File: src/rtl/string_hw_avalon.sv
// string_hw_avalon: Avalon-MM slave exposing a 32-bit word FIFO for string chunks,
// with DATA push/pop, sticky STATUS flags, COUNT and CAPACITY registers.
module string_hw_avalon #(
    parameter int DEPTH = 16
) (
    input  logic        clk,
    input  logic        reset,
    input  logic [31:0] writedata,
    input  logic [2:0]  address,
    output logic [31:0] readdata,
    input  logic        write,
    input  logic        read,
    input  logic        chipselect
);
    localparam int AW = $clog2(DEPTH);

    logic [31:0]   mem [DEPTH];
    logic [AW-1:0] wr_ptr, rd_ptr;
    logic [AW:0]   count;
    logic          overflow, underflow;
    logic          empty, full, cs_wr, cs_rd, push, pop, ovf_evt, unf_evt, status_clr;

    // A simultaneous write and read performs only the write.
    assign cs_wr      = chipselect & write;
    assign cs_rd      = chipselect & read & ~write;
    assign empty      = count == '0;
    assign full       = count == (AW+1)'(DEPTH);
    assign push       = cs_wr & (address == 3'd0) & ~full;
    assign ovf_evt    = cs_wr & (address == 3'd0) & full;
    assign pop        = cs_rd & (address == 3'd0) & ~empty;
    assign unf_evt    = cs_rd & (address == 3'd0) & empty;
    assign status_clr = cs_wr & (address == 3'd1);

    always_ff @(posedge clk or negedge reset) begin
        if (!reset) begin
            wr_ptr    <= '0;
            rd_ptr    <= '0;
            count     <= '0;
            overflow  <= 1'b0;
            underflow <= 1'b0;
        end else begin
            if (push) wr_ptr <= wr_ptr + 1'b1;
            if (pop) rd_ptr <= rd_ptr + 1'b1;
            count     <= push ? count + 1'b1 : pop ? count - 1'b1 : count;
            overflow  <= status_clr ? 1'b0 : overflow | ovf_evt;
            underflow <= status_clr ? 1'b0 : underflow | unf_evt;
        end
    end

    // Storage is deliberately left out of reset.
    always_ff @(posedge clk) begin
        if (push) mem[wr_ptr] <= writedata;
    end

    always_comb begin
        readdata = '0;
        if (cs_rd)
            readdata = (address == 3'd0) ? (empty ? 32'd0 : mem[rd_ptr]) :
                       (address == 3'd1) ? {28'd0, underflow, overflow, full, empty} :
                       (address == 3'd2) ? 32'(count) :
                       (address == 3'd3) ? 32'(DEPTH) : 32'd0;
    end
endmodule

File: config.mk
export PLATFORM = sky130hd
export DESIGN_NAME = string_hw_avalon
export DESIGN_NICKNAME = d
export VERILOG_FILES = /design/src/rtl/string_hw_avalon.sv
export SDC_FILE = /design/constraint.sdc
export NUM_CORES = 1
export LEC_CHECK = 0
export ABC_AREA = 1
export CAP_MARGIN = 40
export CORE_MARGIN = 1.5
export CORE_UTILIZATION = 45
export DETAILED_ROUTE_END_ITERATION = 10
export PLACE_DENSITY = 0.61
export SYNTH_ARGS = -nofsm -noshare
export SYNTH_HDL_FRONTEND = slang
export SYNTH_SLANG_ARGS = --single-unit
File: constraint.sdc
create_clock -name clk -period 8.7 [get_ports clk]
set_input_delay 1.74 -clock clk [delete_from_list [all_inputs] [get_ports clk]]
set_output_delay 1.74 -clock clk [all_outputs]
set_load 0.02 [all_outputs]
Word level (Yosys, flattened, before mapping)
Memories as Yosys holds them, arrays and structs flattened.
Cells that the tools add are included.
{"block": "totals", "latch_bits": 0, "reg_bits": 15, "memories": 1, "output_inout_bits": 32, "rom_bits": 0, "in_bits": 40, "wordCells": 44, "ram_bits": 512}
{"block": "op_classes", "multipliers": 0, "n_bitwise": 15, "eq_ne": 4, "n_addsub": 4, "div": 0, "n_lt_le_gt_ge": 0, "n_reduce_logical": 3, "n_shift": 0, "n_mux": 12}
{"name": "mem", "words": 16, "width": 32, "read_ports": 1, "rd_clocked_by_memory_dff": 0, "wr": 1, "line": "17", "source": "logic [31:0] mem [DEPTH];"}
{"op": "32-bit 2-to-1 mux", "count": 3}
{"op": "5-bit 2-to-1 mux", "count": 5}
{"op": "1-bit bitwise AND", "count": 10}
{"op": "4-bit by 1-bit adder with 4-bit output, second input constant", "count": 2}
{"op": "3-bit by 2-bit == test with 1-bit output, second input constant", "count": 2}
{"op": "5-bit by 1-bit adder with 5-bit output, second input constant", "count": 1}
{"op": "5-bit == test, second input constant", "count": 1}
{"op": "5-bit zero test", "count": 1}
{"op": "5-bit by 1-bit subtractor with 5-bit output, second input constant", "count": 1}
{"op": "1-bit 2-to-1 mux", "count": 4}
{"op": "3-bit by 1-bit == test with 1-bit output, second input constant", "count": 1}
{"op": "3-bit zero test", "count": 1}
{"op": "1-bit inverter", "count": 3}
{"op": "1-bit bitwise OR", "count": 2}
{"op": "2-bit nonzero test", "count": 1}

Logic depth before layout (Yosys ltp)
Gate-level depths: netlist (run 1).
{"block": "depth", "word_depth": 6, "depth_mapped": 12}

Worst setup path after synthesis (run 1)
No wires, ideal clock.
{"block": "synth_timing", "path_type": "in2out", "startpoint": "input address[0]", "endpoint": "output readdata[10]", "stages": 8, "arrival_time_ns": 2.942, "slack_ns": 4.018, "path_buffers": 1, "cell_sequence": "nor2_2 nand2_1 inv_2 nand2_1 nor2_2 inv_1 clkbuf_1 a21oi_1"}
{"block": "synth_between", "elab_chain_cells": 3}
{"element": "start: declaration", "line": "9", "source": "input logic [2:0] address,"}
{"element": "3-bit zero test", "line": "58", "source": "readdata = (address == 3'd0) ? (empty ? 32'd0 : mem[rd_ptr]) :"}
{"element": "32-bit 2-to-1 mux", "line": "58"}
{"element": "32-bit 2-to-1 mux", "line": "57", "source": "if (cs_rd)"}
{"element": "end: declaration", "line": "10", "source": "output logic [31:0] readdata,"}
No other way between the ends.

Worst setup path in the final report (run 1)
{"block": "layout_timing", "startpoint": "input address[0]", "endpoint": "output readdata[29]"}
The elaborated chain is that of the path after synthesis.

==> out/summary.txt, run 1 <==
Worst slew margin - 23.22%
fin crit share - 76.47%
vias in the first global route - 13450
Syn Std Cell Area - 0.02149 mm²
initial antenna violation count - 2
count leader, synth - edfxtp_1
clock network power share - 32.6%
synth unique cells - 32
WHS - 0.4901 ns
Placer Congestion - 0.7690
I/O pins - 72
Yosys top cell by area - edfxtp_1
number of placement rows - 79
first-pass GRT wire length - 80.17 mm
Max H-tree Level - 2
Worst path slowest cell - nor2_2
fraction of layout cells with a size suffix above 1 - 7.393%
routed vias - 13570
Detailed Place HPWL - 26.01 mm
sequential power share - 41.2%
r2r worst-path depth - 7
post-route ant nets - 0
FF-to-FF Start - count[0]$_DFFE_PN0P_
M2 GR Usage - 36.46%
Hold Path Sink - count[0]$_DFFE_PN0P_
Root Buffer - clkbuf_16
Syn. warnings - 0
P_leak - 0.008453 µW
status - complete, no violations
Final Util - 52.53%
top cells by area, synth - edfxtp_1 (72%), nor2_1 (5.1%), o21ai_0 (4.8%)
Synth top cells by count - edfxtp_1 (512), nor2_1 (290), nand2_1 (263)
clk sinks - 527
register area share after synthesis - 73.28%
VDD IR max - 207.2 µV
Worst-Skew Late Latency - 0.60 ns
fill cell count - 4045
GRT met3 Usage - 3.247%
hold depth - 1
hold-fix buffers at CTS - 0
r2r setup slk - 5.80 ns
CP Capture Type - output pin
Hold Fails Final Rpt - 0
Layout area overhead - 14.52%
EDFF count, synth - 512
Syn Inst Count - 1760
DRT Pass-1 Iters - 5
WS Path Type - input pin to output pin
setup tns final - 0 ns
data required time of the worst path - 6.96 ns
Most Crowded Layer GR - met2
clk slew on worst S/H paths - 0.06 ns
Comb pwr share - 26.2%
die area - 0.04908 mm²
final setup fails - 0
CP max FO - 17
Storage cell area - 0.01576 mm²
Slew Limit Fails - 0
number of buffers added on ports - 71
RSZ-0062 raised after global routing - false
internal power - 4755 µW
Period minus WS final - 6.653 ns
R2R Path End - mem[14][5]$_DFFE_PP_
crit-path cells - clkdlybuf4s50_1 -> nor2_2 -> nand2_1 -> inv_2 -> nand2_1 -> nor2_2 -> inv_1 -> buf_16 -> a21oi_1 -> clkdlybuf4s50_1
fin nets - 1860
DRC viols - 0
share of the synthesized area in the top cell type - 71.54%
post-DR vias/cell - 5.516
WL final - 51.90 mm
dominant synthesized flop cell - edfxtp_1
#FFs+latches synth - 527
Core Region - 0.04685 mm²
number of max-cap violations - 0
Switching Share - 32.52%
pwr dens - 286.3 mW/mm²
worst-margin pin slew - 1.152 ns
post-CTS sizing - 0
FMAX - 150.3 MHz
syn_nets - 1810
Starting Density - 45.87%
GR Util met1 - 28.33%
arrival time of the worst setup path - 4.91 ns
# Post-CTS Setup Buffers - 0
ys async rst share - 2.846%
placed cell count - 2362
syn avg cell area - 12.21 µm²
CTS tree - built
critical hold path startpoint - count[0]$_DFFE_PN0P_
Worst path max stage delay - 0.67 ns
wire per inst - 21.09 µm
critical path launch point type - input pin
TritonCTS Buffers - 53
Switching Power - 2292 µW
skew final - 0.02391 ns
DIE HEIGHT - 221.5 µm
crit path launch - address[0]
non-filler cells, final - 2461
Worst Hold Class - flip-flop to flip-flop
Die W - 221.5 µm
Iter 0 DRT Violations - 1319
largest net degree at the start of global routing - 174
GRT Residual Overflow - 0
area of the multi-input gates - 0.004950 mm²
Total GRT Usage - 21.43%
CTS max path bufs - 3
-- power by group through the flow --
stage	clock [µW]	combinational, µW	sequential [µW]
after global routing	2430	2080	2910
after floorplan	0	1380	2910
after CTS	2340	1860	2900
final	2300	1840	2900
after global placement	0	1780	2950
after detailed placement	0	1850	2960
-- area by class of cell --
class,count,share of cell area [%]
antenna,1,0.01017
clock buffer,70,5.816
clock inverter,28,1.306
inverter,88,1.362
multi-input combinational,1037,20.11
sequential,527,64.03
tap,607,3.086
timing repair buffer,103,4.280
-- kinds of logic (layout without fill, tap and decap cells) --
family	count (synthesis)	after routing	synth area share, %
DFF	527	527	73.28
AOI/OAI and AO/OA	369	369	9.530
buffers and inverters	196	289	4.244
and+or+nand+nor	648	648	11.92
other	0	1	0
adders and majority gates	10	10	0.6171
xor gates and xnor gates	10	10	0.4075
-- cell usage in the layout (no fill, tap or decap), drive strengths merged, types with 15 or more instances in the layout --
cell	instances
o21ai	225
inv	87
nand3	86
clkinv	21
clkbuf	70
a21oi	31
o211ai	42
dfrtp	15
o22ai	68
nor2	292
buf	32
clkdlybuf4s50	71
nand2	264
edfxtp	512
-- flip-flops by register name (all words and copies together) (netlist names) --
| register | count |
|---|---|
| mem | 512 |
| underflow | 1 |
| count | 5 |
| overflow | 1 |
| wr_ptr | 4 |
| rd_ptr | 4 |
-- critical path, delay by kind of cell --
kind	cells	cell delay [ns]
compound gates	1	0.17
simple gates	4	1.05
buf+inv	5	1.92
-- worst max-delay path by stage --
stage / depth (start not counted) / endpoint / slack (ns)
2_1_floorplan: 8 / readdata[10] / 4.02
3_3_place_gp: 8 / readdata[29] / 1.85
3_5_place_dp: 10 / readdata[29] / 2.03
4_1_cts: 10 / readdata[29] / 2.01
5_1_grt: 10 / readdata[29] / 1.77
6_report: 10 / readdata[29] / 2.05
-- routing by layer --
layer  wire, µm  share of wire (%)  up-vias
met2      25540                 49      419
li1           -                  -     6356
met3       2796                5.4       85
met1      22330                 43     6712
met4       1222                2.4        2
met5         13              0.025        -
-- metrics by stage --
step           setup slack, ns  area, µm²  total power (µW)
5_1_grt                  1.775      24610              7421
4_1_cts                  2.008      24610              7101
6_report                 2.047      24610              7047
2_1_floorplan            4.018      21490              4285
3_5_place_dp             2.035      22860              4805
3_3_place_gp             1.847      22720              4735
No activity file was read; power rests on OpenSTA's default activity.
==> run 2: changes to the inputs <==
Clock period 8.7 ns to 6.25 ns, I/O delays scaled along.
==> out/summary.txt, run 2 (synthesis gave the netlist of run 1 again) <==
skew final - 0.02633 ns
RSZ-0062 raised after global routing - false
WHS - 0.5000 ns
placed cell count - 2370
Max H-tree Level - 2
WS Path Type - flip-flop to output pin
DIE HEIGHT - 221.5 µm
Period minus WS final - 5.036 ns
Layout area overhead - 14.09%
number of buffers added on ports - 71
first-pass GRT wire length - 80.17 mm
non-filler cells, final - 2470
hold depth - 1
area of the multi-input gates - 0.004950 mm²
Die W - 221.5 µm
post-CTS sizing - 0
setup tns final - 0 ns
Detailed Place HPWL - 27.32 mm
WL final - 51.94 mm
Hold Fails Final Rpt - 0
Worst path slowest cell - dfrtp_4
clk slew on worst S/H paths - 0.06 ns
clk sinks - 527
Core Region - 0.04685 mm²
post-placement cell area - 0.02289 mm²
Top reg by flops - mem
data required time of the worst path - 5.00 ns
I/O pins - 72
R2R Path End - mem[5][22]$_DFFE_PP_
fraction of layout cells with a size suffix above 1 - 7.035%
CTS max path bufs - 3
wire per inst - 21.03 µm
pwr dens - 391.7 mW/mm²
Worst-Skew Late Latency - 0.61 ns
DRT Pass-1 Iters - 7
Root Buffer - clkbuf_16
FMAX - 198.6 MHz
hold-fix buffers at CTS - 0
Iter 0 DRT Violations - 1115
arrival time of the worst setup path - 3.79 ns
TritonCTS Buffers - 54
Hold Path Sink - count[0]$_DFFE_PN0P_
GRT Residual Overflow - 0
Storage cell area - 0.01576 mm²
vias in the first global route - 13500
routed vias - 13620
# Post-CTS Setup Buffers - 0
most common cell after layout, fill and taps aside - edfxtp_1
biggest regs - mem x512, count x5
final setup fails - 0
status - complete, no violations
worst-margin pin slew - 1.076 ns
Slew Limit Fails - 0
Worst path max stage delay - 0.71 ns
r2r worst-path depth - 7
r2r setup slk - 3.33 ns
critical path launch point type - flip-flop
CTS tree - built
fin crit share - 80.57%
Worst Hold Class - flip-flop to flip-flop
number of max-cap violations - 0
post-route ant nets - 0
fill cell count - 3991
CP max FO - 108
die area - 0.04908 mm²
VDD IR max - 337.5 µV
commonest non-fill, non-tap cells in the layout - edfxtp_1 (512), nor2_1 (274), nand2_1 (263)
most used cell, CP - nor2_1
critical hold path startpoint - count[0]$_DFFE_PN0P_
CP Capture Type - output pin
largest net degree at the start of global routing - 173
Largest register FFs - 512
P_leak - 0.008409 µW
post-route cell area - 0.02452 mm²
Worst slew margin - 28.29%
Placer Congestion - 0.7620
crit-path cells - inv_6 -> buf_4 -> nor2_1 -> nor2_1 -> o21ai_0 -> o211ai_1 -> nand3_1 -> a21oi_1 -> clkdlybuf4s50_1
DRC viols - 0
fin nets - 1869
number of placement rows - 79
initial antenna violation count - 1
Starting Density - 45.87%
FF-to-FF Start - count[0]$_DFFE_PN0P_
Total GRT Usage - 21.39%
post-DR vias/cell - 5.512
-- run 2: worst max path at each step --
stage	cells past startpoint	endpoint	startpoint	slack, ns
floorplan	7	mem[0][0]$_DFFE_PP_	address[0]	2.29
global placement	9	readdata[7]	chipselect	1.46
detailed placement	10	readdata[28]	address[0]	1.45
CTS	9	readdata[28]	rd_ptr[0]$_DFFE_PN0P_	1.17
global route	9	readdata[27]	rd_ptr[0]$_DFFE_PN0P_	0.97
finish	9	readdata[11]	rd_ptr[0]$_DFFE_PN0P_	1.21
-- run 2: area by class of cell --
class                   instances  area share [%]
clock buffers                  74           5.904
multi-input cells            1037           20.19
repair buffers                111           4.439
diodes                          1         0.01021
inverters                      88           1.368
clock inverters                25          0.7246
flip-flops and latches        527           64.27
well taps                     607           3.097
-- run 2: metrics by stage --
stage	util [%]	setup WS (ns)	power (µW)
6_report	52.33	1.214	9604
2_1_floorplan	-	2.294	5965
3_5_place_dp	48.86	1.453	6684
4_1_cts	52.33	1.174	9666
3_3_place_gp	48.73	1.462	6628
5_1_grt	52.33	0.9673	10130
-- run 2: critical path, delay by kind of cell (launching register included) --
kind	cells	cell delay, ns
DFF	1	0.71
buffers and inverters	3	1.73
and+or+nand+nor	3	0.27
AOI/OAI and AO/OA	3	0.42
-- run 2: power breakdown --
group	switching [µW]	internal, µW	total, µW	leakage (µW)
clock network	1300	1690	3000	0.000787
registers	99.1	3940	4040	0.00477
logic	1790	779	2570	0.00285
-- run 2: routing by layer --
metal,routed length [µm],share of wire [%],track usage (%),vias up
met5,0,0,0,-
met1,22990,44,28.97,6751
met2,24760,48,35.42,389
li1,-,-,-,6382
met4,1186,2.3,6.474,0
met3,3009,5.8,3.830,93
